--- config.mk ---
export PLATFORM = sky130hd
export DESIGN_NAME = cursor_plotter
export DESIGN_NICKNAME = d
export VERILOG_FILES = /design/src/rtl/cursor_pkg.sv /design/src/rtl/cursor_clip.sv /design/src/rtl/cursor_plotter.sv
export SDC_FILE = /design/constraint.sdc
export NUM_CORES = 1
export LEC_CHECK = 0
export CAP_MARGIN = 5
export CORE_UTILIZATION = 30
export DETAILED_ROUTE_END_ITERATION = 8
export PLACE_DENSITY = 0.53
export SLEW_MARGIN = 20
export SYNTH_ARGS = -nofsm -noshare
export SYNTH_HDL_FRONTEND = slang
export SYNTH_SLANG_ARGS = --single-unit
--- constraint.sdc ---
create_clock -name CLOCK_50 -period 3.4 [get_ports CLOCK_50]
set_input_delay 0.68 -clock CLOCK_50 [delete_from_list [all_inputs] [get_ports CLOCK_50]]
set_output_delay 0.68 -clock CLOCK_50 [all_outputs]
set_load 0.02 [all_outputs]
--- src/rtl/cursor_pkg.sv ---
// Shared constants and state encoding for the crosshair plotter.
package cursor_pkg;

    localparam int unsigned SCREEN_W = 160;
    localparam int unsigned SCREEN_H = 120;

    localparam logic [2:0] BG_COLOUR_DEFAULT = 3'b000;

    typedef enum logic [1:0] {
        StIdle  = 2'd0,
        StHoriz = 2'd1,
        StVert  = 2'd2,
        StDone  = 2'd3
    } state_e;

endpackage

--- src/rtl/cursor_clip.sv ---
// Combinational on-screen test for a signed pixel coordinate.
module cursor_clip
    import cursor_pkg::*;
(
    input  logic signed [8:0] x_i,
    input  logic signed [7:0] y_i,
    output logic              on_screen_o
);

    // A clear sign bit makes the low bits the magnitude, so an unsigned compare suffices.
    assign on_screen_o = !x_i[8] && (x_i[7:0] < 8'(SCREEN_W)) &&
                         !y_i[7] && (y_i[6:0] < 7'(SCREEN_H));

endmodule

--- src/rtl/cursor_plotter.sv ---
// Draws one clipped crosshair (horizontal arm then vertical arm) per accepted go request.
module cursor_plotter
    import cursor_pkg::*;
#(
    parameter int unsigned ARM       = 2,
    parameter logic [2:0]  BG_COLOUR = BG_COLOUR_DEFAULT
) (
    input  logic       CLOCK_50,
    input  logic       resetn,
    input  logic       go,
    input  logic       erase,
    input  logic [7:0] x_in,
    input  logic [6:0] y_in,
    input  logic [2:0] colour_in,
    output logic [7:0] x_VGA,
    output logic [6:0] y_VGA,
    output logic [2:0] colour,
    output logic       writeEn,
    output logic       busy,
    output logic       done
);

    localparam logic signed [3:0] ArmPos = 4'(ARM);
    localparam logic signed [3:0] ArmNeg = -ArmPos;

    state_e            state_q, state_d;
    logic signed [3:0] d_q, d_d;
    logic [7:0]        cx_q, cx_d;
    logic [6:0]        cy_q, cy_d;
    logic [2:0]        col_q, col_d;
    logic [7:0]        x_hold_q, x_hold_d;
    logic [6:0]        y_hold_q, y_hold_d;

    logic signed [8:0] px;
    logic signed [7:0] py;
    logic              on_screen;
    logic              drawing;

    // One offset register serves as dx in HORIZ and dy in VERT.
    assign px = $signed({1'b0, cx_q}) +
                ((state_q == StHoriz) ? $signed({{5{d_q[3]}}, d_q}) : 9'sd0);
    assign py = $signed({1'b0, cy_q}) +
                ((state_q == StVert) ? $signed({{4{d_q[3]}}, d_q}) : 8'sd0);

    cursor_clip u_clip (
        .x_i         (px),
        .y_i         (py),
        .on_screen_o (on_screen)
    );

    assign drawing = (state_q == StHoriz) || (state_q == StVert);

    always_comb begin
        state_d  = state_q;
        d_d      = d_q;
        cx_d     = cx_q;
        cy_d     = cy_q;
        col_d    = col_q;
        x_hold_d = x_hold_q;
        y_hold_d = y_hold_q;

        if (drawing) begin
            x_hold_d = px[7:0];
            y_hold_d = py[6:0];
        end

        unique case (state_q)
            StIdle: begin
                if (go) begin
                    cx_d    = x_in;
                    cy_d    = y_in;
                    col_d   = erase ? BG_COLOUR : colour_in;
                    d_d     = ArmNeg;
                    state_d = StHoriz;
                end
            end
            StHoriz: begin
                if (d_q == ArmPos) begin
                    d_d     = ArmNeg;
                    state_d = StVert;
                end else begin
                    d_d = d_q + 4'sd1;
                end
            end
            StVert: begin
                if (d_q == ArmPos) begin
                    state_d = StDone;
                end else if (d_q == -4'sd1) begin
                    d_d = 4'sd1;
                end else begin
                    d_d = d_q + 4'sd1;
                end
            end
            StDone: begin
                state_d = StIdle;
            end
            default: begin
                state_d = StIdle;
            end
        endcase
    end

    always_ff @(posedge CLOCK_50) begin
        if (!resetn) begin
            state_q  <= StIdle;
            d_q      <= '0;
            cx_q     <= '0;
            cy_q     <= '0;
            col_q    <= '0;
            x_hold_q <= '0;
            y_hold_q <= '0;
        end else begin
            state_q  <= state_d;
            d_q      <= d_d;
            cx_q     <= cx_d;
            cy_q     <= cy_d;
            col_q    <= col_d;
            x_hold_q <= x_hold_d;
            y_hold_q <= y_hold_d;
        end
    end

    // Outside the drawing states the last presented pixel is held.
    assign x_VGA   = drawing ? px[7:0] : x_hold_q;
    assign y_VGA   = drawing ? py[6:0] : y_hold_q;
    assign colour  = col_q;
    assign writeEn = drawing && on_screen;
    assign busy    = (state_q != StIdle);
    assign done    = (state_q == StDone);

endmodule

# After elaboration in Yosys (flattened, before gate mapping)
# Cells that the tools add are included.
# Widths: inputs -> output; s select.
dict set report totals {
  register_bits 39
  latch_bits 0
  ramBits 0
  romBits 0
  inputBits 22
  out_inout_bits 21
  elab_cells 48
  memories 0
}
dict set report op_classes {
  addsub 3
  mul 0
  n_div 0
  order_cmp 2
  n_eq_ne 9
  shift 0
  muxes 14
  n_bitwise 0
  n_reduce_logical 13
}
# operator count
set ops {}
lappend ops {{$mux 4} 4}
lappend ops {{$mux 8} 2}
lappend ops {{$pmux 4 s3} 1}
lappend ops {{$add 9x9->9} 1}
lappend ops {{$mux 9} 1}
lappend ops {{$add 8x8->8} 1}
lappend ops {{$lt 8x8->1 const B} 1}
lappend ops {{$pmux 2 s4} 1}
lappend ops {{$lt 7x7->1 const B} 1}
lappend ops {{$mux 7} 1}
lappend ops {{$mux 2} 3}
lappend ops {{$reduce_and 3->1} 2}
lappend ops {{$add 4x2->4 const B} 1}
lappend ops {{$eq 2x2->1 const B} 2}
lappend ops {{$eq 4x1->1 const B} 1}
lappend ops {{$eq 4x3->1 const B} 1}
lappend ops {{$logic_and 1x1->1} 4}
lappend ops {{$ne 2x1->1 const B} 2}
lappend ops {{$ne 2x2->1 const B} 2}
lappend ops {{$mux 3} 1}
lappend ops {{$reduce_bool 3->1} 1}
lappend ops {{$eq 2x1->1 const B} 1}
lappend ops {{$logic_not 1->1} 2}
lappend ops {{$logic_not 2->1} 1}
lappend ops {{other kinds (3)} 3}

# Depth between registers and ports, before layout
# Gate-level depths: netlist (run 1).
dict set report logic_depth {
  word_depth 8
  depth_mapped 13
  mapped_depth_nobuf 12
}

# Hierarchy
# From an unflattened synthesis (run 1), not the netlist that was laid out.
dict set report unflattened {
  hier_cells 308
  area_unflattened_um2 2484.9
}
# module n_inst cells_per_inst area_per_inst_um2 seq_area_each_um2
set modules_own_cells {}
lappend modules_own_cells {cursor_plotter 1 304 2463.6 780.7}
lappend modules_own_cells {cursor_clip 1 4 21.3 0.0}

# Worst setup path before layout (run 1)
# Ideal clock, no wire load.
dict set report synth_path {
  path_type {flip-flop to output port}
  startpoint {register state_q[0]}
  endpoint {output writeEn}
  t_arrival_ps 2569
  t_required_ps 2720
  slack_ps 151
  stages_incl_launch_ff 12
  n_path_buf 1
  cell_sequence {dfxtp_1 > inv_1 > ha_1 > clkbuf_1 > and2_1 > ha_1 > and3_1 > a221o_1 > o41ai_2 > xnor2_1 > nor3_1 > and3_1}
}
dict set report synth_between {
  elab_chain_cells 8
  word_cells_on_any_way 15
  classes_between {add/sub: 2; order compare: 2; eq/ne: 2; mux: 2; reduce/logical: 7}
}
# element line_no
set synth_lines {}
lappend synth_lines {{start: declaration} cursor_plotter.sv:26} ;# state_e state_q, state_d;
lappend synth_lines {{start signal: assignment} cursor_plotter.sv:105} ;# state_q <= StIdle;
lappend synth_lines {{start signal: assignment} cursor_plotter.sv:113} ;# state_q <= state_d;
lappend synth_lines {{$eq 2x1->1} {cursor_plotter.sv:41, cursor_plotter.sv:51}}
lappend synth_lines {{$mux 9} cursor_plotter.sv:41} ;# ((state_q == StHoriz) ? $signed({{5{d_q[3]}}, d_q}) : 9'sd0);
lappend synth_lines {{$add 9x9->9} cursor_plotter.sv:40} ;# assign px = $signed({1'b0, cx_q}) +
lappend synth_lines {{$lt 8x8->1 or $logic_not 1->1 (tied branches)} cursor_clip.sv:11} ;# assign on_screen_o = !x_i[8] && (x_i[7:0] < 8'(SCREEN_W)) &&
lappend synth_lines {{$logic_and 1x1->1 (2 in a row)} cursor_clip.sv:11}
lappend synth_lines {{$logic_and 1x1->1} cursor_clip.sv:12} ;# !y_i[7] && (y_i[6:0] < 7'(SCREEN_H));
lappend synth_lines {{$logic_and 1x1->1 (*)} cursor_plotter.sv:127} ;# assign writeEn = drawing && on_screen;
lappend synth_lines {{end: declaration} cursor_plotter.sv:18} ;# output logic writeEn,
# Mark *: on every way between the ends. The rest lies on a longest branch, timed or not.

# Worst setup path in the final report (run 1)
# Same ends and word-level chain as after synthesis.

==> results.sh, run 1 <==
export IMPL_status="finished, final reports clean"
export IMPL_num_rows=32
export IMPL_skew_ns=0.00502
export IMPL_highest_layer="met4"
export IMPL_drc=0
export IMPL_nets=402
export IMPL_cts_sinks=39
export IMPL_ir_worst_vdd_mv=0.232
export IMPL_synthTopCellsByArea="dfxtp_1 (32%), ha_1 (8.8%), nand2_1 (6.4%), and2_1 (6.2%), a21boi_0 (5.6%)"
export IMPL_place_ws_ns=-0.315
export IMPL_power_density_nw_per_um2=736
export IMPL_first_iter_violations=105
export IMPL_grt_pass1_wl_um=9880
export IMPL_dr_wl_met2_um=2690
export IMPL_cp_end_kind="primary output"
export IMPL_cp_cell_sequence="buf_6, ha_4, buf_4, and2_4, ha_4, buf_6, a21oi_4, nand2_2, buf_4, buf_4, a311o_1, and3_4, buf_6"
export IMPL_core_um2=7730
export IMPL_worstSetupPathType="reg -> out"
export IMPL_cp_max_fo=4
export IMPL_grt_max_degree=27
export IMPL_multi_input_area_um2=1720
export IMPL_rsz0062_at_grt="true"
export IMPL_ys_warn_count=0
export IMPL_vias=2218
export IMPL_drt_met1_wl_um=2860
export IMPL_h_tree_depth=2
export IMPL_gp_congestion=0.863
export IMPL_synth_common_cells="nand2_1 (41), dfxtp_1 (39), and2_1 (24)"
export IMPL_crit_slowest_cell="a311o_1"
export IMPL_drt_wl_total_um=5940
export IMPL_cts_made_buffers=5
export IMPL_syn_nets=321
export IMPL_num_io_pins=43
export IMPL_cts_tree="built"
export IMPL_dieArea_um2=8370
export IMPL_ff_latch_area_um2=786
export IMPL_finalSetupViolations=0
export IMPL_worstPathRequired_ns=2.72
export IMPL_detail_route_antenna_nets=0
export IMPL_slew_headroom=0.464
export IMPL_min_period_ns=3.33
export IMPL_grt_pass1_vias=2099
export IMPL_finalMaxSlewViolations=0
export IMPL_dr_wl_met3_um=332
export IMPL_nFillCells=771
export IMPL_ys_seq_area_frac=0.325
export IMPL_p_leak_uw=0.00154
export IMPL_syn2layout_area_growth_pct=48.4
export IMPL_syn_area_um2=2400
export IMPL_fp_dieH_um=91.5
export IMPL_globalRouteOverflowTotal=0
export IMPL_ys_flop_type="dfxtp_1"
export IMPL_place_hpwl_um=4270
export IMPL_crit_path_start_kind="flip-flop"
export IMPL_critPathTopFamily="buffers and inverters"
export IMPL_cts_root_buffer="clkbuf_8"
export IMPL_clock_latency_ns=0.29
export IMPL_antennaDiodeCount=0
export IMPL_finalSetupTns_ns=0
export IMPL_synth_async_reset_ratio=0
export IMPL_crit_buf_inv=6
export IMPL_dieWidth_um=91.5
export IMPL_cts_buffer_depth=2
export IMPL_start_util=0.311
export IMPL_yosysMostFrequentCell="nand2_1"
export IMPL_fin_crit_sh=0.979
export IMPL_synthCells=280
export IMPL_setup_ws_ns=0.0725
export IMPL_synth_edf_count=0
export IMPL_holdCritPathClass="reg -> reg"
export IMPL_max_stage_delay_ns=0.34
export IMPL_antenna_found_initial=0
export IMPL_wl_per_cell_um=12.8
export IMPL_io_buffer_count=42
export IMPL_drt_pass1_iter_count=8
export IMPL_ys_seq_elements=39
export IMPL_cp_arrival_ns=2.65
export IMPL_clkTransAtPathRegs_ns=0.07
export IMPL_tightest_slew_ns=0.802
export IMPL_max_clock_freq_mhz=301
export IMPL_layout_drive_gt1_share=0.315
export IMPL_max_cap_violations=0
export IMPL_drt_vias_per_instance=4.78
export IMPL_hold_buffers=0
export IMPL_fin_util=0.462
export IMPL_grt_use_total=0.148
export IMPL_synth_cell_types=48
export IMPL_yosysTopAreaCell="dfxtp_1"
export IMPL_hold_viol_final=0
export IMPL_yosysTopAreaCellShare=0.325
export IMPL_synth_avg_cell_area_um2=8.58
-- power by group --
group	internal [uW]	switching [uW]
Combinational	745	766
Sequential	568	89.2
Clock	293	165
Total	1610	1020
-- timing repair --
item	CTS	global route
endpoints found under the hold margin	0	0
pin swaps	21	12
cloned	0	0
gates resized for setup	78	11
buffers inserted	6	0
endpoints found under the setup margin	12	10
-- cells in the final DEF (no fill, tap or decap), types with 2 or more instances in the layout --
master,n
o21ai_0,8
inv_1,9
mux2i_1,4
nand2b_1,2
buf_6,5
a311o_1,2
clkdlybuf4s50_1,31
xnor2_1,11
bufinv_16,2
a21oi_1,11
nand3_1,5
buf_2,5
nand3b_1,3
clkbuf_8,5
mux2_2,11
nor2_1,9
and3_1,2
a21boi_0,18
ha_1,8
xor2_1,3
o21ai_1,2
nor2b_1,2
nor3_1,3
a21oi_2,2
nor3b_1,2
dfxtp_1,37
nand2_1,40
ha_4,8
nand4_1,2
fa_2,2
o31ai_1,2
and2_1,18
and2_4,6
dlygate4sd2_1,2
buf_4,45
-- metrics by stage --
step	instance area (um2)	power, uW	instances	hold WS, ns
after floorplan	2400	1490	280	0.448
after global placement	3190	2080	450	0.456
after detailed placement	3190	2080	450	0.463
after CTS	3530	2630	464	0.472
after global routing	3570	2830	464	0.493
final	3570	2630	464	0.470
-- registers in the layout (all words and copies together) (netlist names) --
| register | count |
|---|---|
| cy_q | 7 |
| y_hold_q | 7 |
| colour | 3 |
| d_q | 4 |
| state_q | 2 |
| x_hold_q | 8 |
| cx_q | 8 |
-- kinds of logic (layout without fill, tap and decap cells) --
| logic type | after synthesis | count (layout) | synth area share |
|---|---|---|---|
| XOR/XNOR | 15 | 15 | 0.0547 |
| flip-flops | 39 | 39 | 0.325 |
| AO/OA/AOI/OAI | 60 | 60 | 0.172 |
| buffers and inverters | 26 | 108 | 0.0463 |
| adder cells (fa/ha/maj) | 19 | 19 | 0.105 |
| multiplexers | 15 | 15 | 0.0682 |
| AND/OR/NAND/NOR | 106 | 106 | 0.229 |
-- layer usage --
layer,GRT usage,vias to the layer above
li1,-,1127
met1,0.192,1027
met2,0.238,59
met3,0.0369,5
met4,0.0476,0
met5,0,-
-- worst reg2reg max path, stage by stage, from the launching register on --
cell and delay (ns):
dfxtp_2 0.34, inv_2 0.05, ha_4 0.16, and2_1 0.16, ha_2 0.18, fa_2 0.37, a211oi_4 0.26, nor2_2 0.07
xor2_1 0.18, buf_4 0.13, mux2_2 0.26, and2_1 0.15
-- path summary, 6_finish.rpt --
path                            startpoint          end  slack [ns]  depth (start not counted)
worst max register to register  state_q[0]  y_hold_q[4]        0.98                         11
worst min-delay path             colour[1]    colour[1]        0.47                          2
worst min register to register   colour[1]    colour[1]        0.47                          2
worst max-delay path            state_q[0]      writeEn        0.07                         13
-- layout make-up --
type,count,share of cell area
inverters,11,0.0123
clock buffers,6,0.0203
well taps,102,0.0358
flip-flops and latches,39,0.220
repair buffers,89,0.213
clock inverters,2,0.0168
multi-input cells,215,0.482
No activity file was read; power rests on OpenSTA's default activity.
==> run 2, diff against run 1 <==
Settings changed: CAP_MARGIN 5 to default, CORE_UTILIZATION 30 to 53, PLACE_DENSITY 0.53 to 0.83.
==> run 2 against run 1 <==
  * Via count up 2.8%
  * Sequential share of layout area up 1.5 points
  * Power down 5.1%
  * Global-route usage up 12 points
  * Clock power down 30%
  * Clock-buffer cell count down 1
  * The flow now finishes with violations (setup timing)
==> results.sh, run 2 (synthesis results as in run 1) <==
export IMPL_min_period_ns=3.51
export IMPL_setup_ws_ns=-0.113
export IMPL_worstReg2RegEnd="x_hold_q[6]"
export IMPL_gp_congestion=0.935
export IMPL_cp_cell_sequence="inv_2, ha_4, and2_1, ha_2, a21o_1, a221o_1, o41ai_2, xnor2_1, nor3_2, and3_4, buf_6"
export IMPL_crit_end="writeEn"
export IMPL_multi_input_area_um2=1710
export IMPL_drt_wl_total_um=6770
export IMPL_nFillCells=273
export IMPL_antenna_found_initial=0
export IMPL_tightest_slew_ns=0.575
export IMPL_vias=2279
export IMPL_fin_crit_sh=1.03
export IMPL_wl_per_cell_um=16.9
export IMPL_drt_pass1_iter_count=4
export IMPL_worstPathRequired_ns=2.72
export IMPL_ir_worst_vdd_mv=0.334
export IMPL_clock_latency_ns=0.30
export IMPL_worstSetupPathType="reg -> out"
export IMPL_ff_latch_area_um2=786
export IMPL_cts_made_buffers=5
export IMPL_cts_sinks=39
export IMPL_start_util=0.552
export IMPL_hold_buffers=0
export IMPL_grt_pass1_wl_um=10300
export IMPL_holdWs_ns=0.470
export IMPL_rrSetupSlack_ns=0.85
export IMPL_skew_ns=0.00396
export IMPL_core_um2=4350
export IMPL_p_leak_uw=0.00140
export IMPL_fp_dieH_um=69.3
export IMPL_largestRegisters="cx_q x8, x_hold_q x8"
export IMPL_status="complete, but fails checks"
export IMPL_h_tree_depth=2
export IMPL_hold_viol_final=0
export IMPL_power_density_nw_per_um2=747
export IMPL_place_hpwl_um=4210
export IMPL_rsz0062_at_grt="true"
export IMPL_cp_startpoint="state_q[0]"
export IMPL_max_cap_violations=0
export IMPL_crit_path_start_kind="flip-flop"
export IMPL_num_rows=24
export IMPL_grt_max_degree=23
export IMPL_slew_headroom=0.616
export IMPL_final_cell_mix="nand2_1 (40), dfxtp_1 (37), buf_4 (34)"
export IMPL_cts_tree="built"
export IMPL_layout_drive_gt1_share=0.293
export IMPL_globalRouteOverflowTotal=0
export IMPL_rr_startpoint="state_q[0]"
export IMPL_nets=388
export IMPL_cts_buffer_depth=2
export IMPL_grt_use_total=0.266
export IMPL_dieWidth_um=69.3
export IMPL_num_io_pins=43
export IMPL_detail_route_antenna_nets=0
export IMPL_cp_end_kind="primary output"
export IMPL_worstRegToRegCells=13
export IMPL_place_ws_ns=-0.283
export IMPL_max_stage_delay_ns=0.38
export IMPL_cp_arrival_ns=2.83
export IMPL_grt_pass1_vias=2204
export IMPL_drt_vias_per_instance=5.70
export IMPL_clkTransAtPathRegs_ns=0.08
export IMPL_io_buffer_count=42
export IMPL_syn2layout_area_growth_pct=38.8
export IMPL_final_common_cell="nand2_1"
export IMPL_dieArea_um2=4810
export IMPL_cts_root_buffer="clkbuf_8"
export IMPL_first_iter_violations=208
export IMPL_max_clock_freq_mhz=285
export IMPL_crit_slowest_cell="o41ai_2"
export IMPL_antennaDiodeCount=0
export IMPL_finalSetupViolations=1
export IMPL_drc=0
export IMPL_holdCritPathClass="reg -> reg"
export IMPL_cp_max_fo=5
export IMPL_finalMaxSlewViolations=0
export IMPL_violations="setup timing"
## run 2: metal layers
layer	vias to the layer above	GRT usage	wire length (um)
li1	1097	-	-
met1	1081	0.359	2860
met2	80	0.422	3300
met3	21	0.0538	395
met4	0	0.0952	206
met5	-	0	0
## run 2: timing repair
| item | CTS | global route |
|---|---|---|
| setup buffers | 1 | 2 |
| resized for setup | 49 | 41 |
| hold endpoints to repair | 0 | 0 |
| endpoints found under the setup margin | 12 | 10 |
| pin swaps | 2 | 14 |
## run 2: how the worst min path moves through the flow
stage / cells past startpoint / to / start
2_1_floorplan: 2 / cx_q[2] / cx_q[2]
3_3_place_gp: 2 / colour[0] / colour[0]
3_5_place_dp: 2 / colour[1] / colour[1]
4_1_cts: 2 / colour[0] / colour[0]
5_1_grt: 2 / cy_q[6] / cy_q[6]
6_report: 2 / colour[0] / colour[0]
## run 2: stage by stage
stage	instance area [um2]	std cells	total power, uW	TNS [ns]	utilization
floorplan	2400	280	1490	0	-
global placement	3040	389	1990	-0.564	0.699
detailed placement	3040	389	2030	-1.01	0.699
CTS	3150	398	2310	-0.216	0.723
global route	3340	400	2630	-0.411	0.766
finish	3340	400	2490	-0.113	0.766
## run 2: worst max-delay path: cells and delay by family, from the launching register on
family / cells / cell delay [ns]
AOI/OAI and AO/OA: 3 / 0.96
xor gates and xnor gates: 1 / 0.15
adders and majority gates: 2 / 0.36
buffers and inverters: 2 / 0.17
DFF: 1 / 0.34
and+or+nand+nor: 3 / 0.57
## run 2: layout make-up
class	instances	share of cell area
Clock buffer	5	0.0206
Multi-Input combinational cell	215	0.512
Sequential cell	39	0.236
Clock inverter	3	0.00600
Inverter	11	0.0131
Timing Repair Buffer	75	0.193
Tap cell	52	0.0195
## run 2: power by group
| part | leakage, uW | internal [uW] | total [uW] | switching, uW |
|---|---|---|---|---|
| Sequential | 0.000320 | 568 | 672 | 103 |
| Combinational | 0.00104 | 691 | 1500 | 809 |
| Clock | 0.0000402 | 143 | 321 | 178 |
==> run 3, diff against run 2 <==
Settings changed: CORE_UTILIZATION 53 to 60, DONT_BUFFER_PORTS from default to 1, PLACE_DENSITY 0.83 to 0.79, REMOVE_ABC_BUFFERS from default to 1.
==> run 3 against run 2 <==
  * The flow now finishes without violations
  * Sequential power about the same
  * Via count down 13%
  * First-iteration DRC count shrank 45%
  * Clock-buffer cell count up 2
  * Clock power down 6.9%
  * Utilization down 3.8 points
  * Routed wire length fell by 27%
  * Combinational power fell by 26%
  * Sequential share of layout area is 5.3 points higher
  * Critical endpoint unchanged
  * Largest cell class unchanged
==> results.sh, run 3 (synthesis results as in run 1) <==
export IMPL_p_leak_uw=0.00111
export IMPL_clkPwrFrac=0.144
export IMPL_num_io_pins=43
export IMPL_tightest_slew_ns=0.703
export IMPL_p_total_uw=2080
export IMPL_antenna_found_initial=0
export IMPL_wl_per_cell_um=14.9
export IMPL_pwr_share_comb=0.532
export IMPL_slew_headroom=0.531
export IMPL_cp_arrival_ns=2.63
export IMPL_h_tree_depth=2
export IMPL_syn2layout_area_growth_pct=13.4
export IMPL_place_hpwl_um=3280
export IMPL_io_buffer_count=0
export IMPL_rr_startpoint="state_q[0]"
export IMPL_grt_pass1_wl_um=8610
export IMPL_cts_buffer_depth=2
export IMPL_max_clock_freq_mhz=302
export IMPL_antennaDiodeCount=0
export IMPL_first_iter_violations=114
export IMPL_power_density_nw_per_um2=764
export IMPL_grt_max_degree=40
export IMPL_cp_cell_sequence="inv_2, ha_4, and2_1, ha_1, a21o_1, a221o_1, o41ai_2, xnor2_1, nor3_1, and3_4"
export IMPL_cts_root_buffer="clkbuf_8"
export IMPL_final_cell_mix="nand2_1 (40), dfxtp_1 (37), and2_1 (21)"
export IMPL_finalMaxSlewViolations=0
export IMPL_core_um2=3740
export IMPL_final_common_cell="nand2_1"
export IMPL_clock_latency_ns=0.30
export IMPL_worstPathRequired_ns=2.72
export IMPL_p_int_uw=1160
export IMPL_power_switching_uw=927
export IMPL_finalSetupTns_ns=0
export IMPL_worstHoldStart="cy_q[5]"
export IMPL_layout_drive_gt1_share=0.217
export IMPL_vias=1973
export IMPL_ir_worst_vdd_mv=0.620
export IMPL_rsz0062_at_grt="false"
export IMPL_drt_vias_per_instance=5.91
export IMPL_hold_depth=2
export IMPL_nets=326
export IMPL_start_util=0.642
export IMPL_dieWidth_um=65.3
export IMPL_num_rows=22
export IMPL_swShare=0.445
export IMPL_critPathTopFamily="compound AO/OA/AOI/OAI gates"
export IMPL_worstReg2RegEnd="x_hold_q[4]"
export IMPL_skew_ns=0.00839
export IMPL_clkTransAtPathRegs_ns=0.07
export IMPL_max_stage_delay_ns=0.36
export IMPL_cts_made_buffers=5
export IMPL_largestRegisters="cx_q x8, x_hold_q x8"
export IMPL_max_cap_violations=0
export IMPL_holdCritPathClass="reg -> reg"
export IMPL_drt_wl_total_um=4960
export IMPL_crit_slowest_cell="a221o_1"
export IMPL_whs_endpoint="cy_q[5]"
export IMPL_cp_max_fo=6
export IMPL_drc=0
export IMPL_worstSetupPathType="reg -> out"
export IMPL_grt_pass1_vias=1966
export IMPL_cts_tree="built"
export IMPL_cts_sinks=39
export IMPL_crit_buf_inv=1
export IMPL_worstRegToRegCells=13
export IMPL_grt_use_total=0.263
export IMPL_finalSetupViolations=0
export IMPL_rrSetupSlack_ns=0.86
export IMPL_dieArea_um2=4260
export IMPL_status="finished, final reports clean"
export IMPL_cp_end_kind="primary output"
export IMPL_gp_congestion=0.797
export IMPL_detail_route_antenna_nets=0
export IMPL_hold_viol_final=0
export IMPL_crit_path_start_kind="flip-flop"
export IMPL_fp_dieH_um=65.3
export IMPL_fin_crit_sh=0.974
export IMPL_min_period_ns=3.31
export IMPL_seqPwrFrac=0.324
export IMPL_globalRouteOverflowTotal=0
export IMPL_drt_pass1_iter_count=4
-- run 3: stage by stage --
stage / instances / utilization / setup slack (ns) / instance area (um2) / hold WS [ns]
floorplan: 265 / - / 0.163 / 2330 / 0.448
CTS: 334 / 0.721 / 0.0170 / 2700 / 0.478
global route: 334 / 0.728 / 0.00992 / 2730 / 0.492
detailed placement: 316 / 0.645 / 0.0633 / 2420 / 0.465
finish: 334 / 0.728 / 0.0898 / 2730 / 0.477
global placement: 316 / 0.645 / 0.158 / 2420 / 0.457
-- run 3: repair_timing --
action,4_1_cts,5_1_grt
endpoints found under the setup margin,3,2
resized for setup,27,7
pin swaps,11,4
hold buffers,0,0
gates cloned,0,0
buffers inserted,10,0
-- run 3: worst reg2reg max path, delay by kind of cell, from the launching register on --
| kind | cells | cell delay [ns] |
|---|---|---|
| flops | 1 | 0.33 |
| compound gates | 1 | 0.10 |
| mux | 1 | 0.34 |
| xor+xnor | 1 | 0.10 |
| buf+inv | 3 | 0.30 |
| simple gates | 4 | 0.77 |
| fa+ha+maj | 3 | 0.52 |
-- run 3: layout make-up --
type,count,area [um2]
multi-input cells,215,1660
inverters,11,41.3
well taps,48,60.1
clock inverters,1,5.00
fillers,278,1020
flip-flops and latches,39,786
repair buffers,13,101
clock buffers,7,76.3
-- run 3: worst max path at each step --
stage               start       to  slack [ns]  cells after the start
6_report       state_q[0]  writeEn        0.09                     10
5_1_grt        state_q[0]  writeEn        0.01                     12
4_1_cts        state_q[0]  writeEn        0.02                     11
3_5_place_dp   state_q[0]  writeEn        0.06                     10
3_3_place_gp   state_q[1]  writeEn        0.16                     12
2_1_floorplan  state_q[1]  writeEn        0.16                     11
-- run 3: layer usage --
metal,routed length [um],up-vias,global-route usage
met2,2350,63,0.427
met5,0,-,0
li1,-,973,-
met4,95,0,0.117
met3,299,8,0.0677
met1,2220,929,0.325
-- run 3: power groups by stage --
| stage | clock (uW) | sequential, uW | combinational [uW] |
|---|---|---|---|
| floorplan | 0 | 644 | 813 |
| global placement | 0 | 665 | 977 |
| detailed placement | 0 | 668 | 992 |
| CTS | 307 | 669 | 1080 |
| global route | 330 | 691 | 1220 |
| finish | 299 | 675 | 1110 |
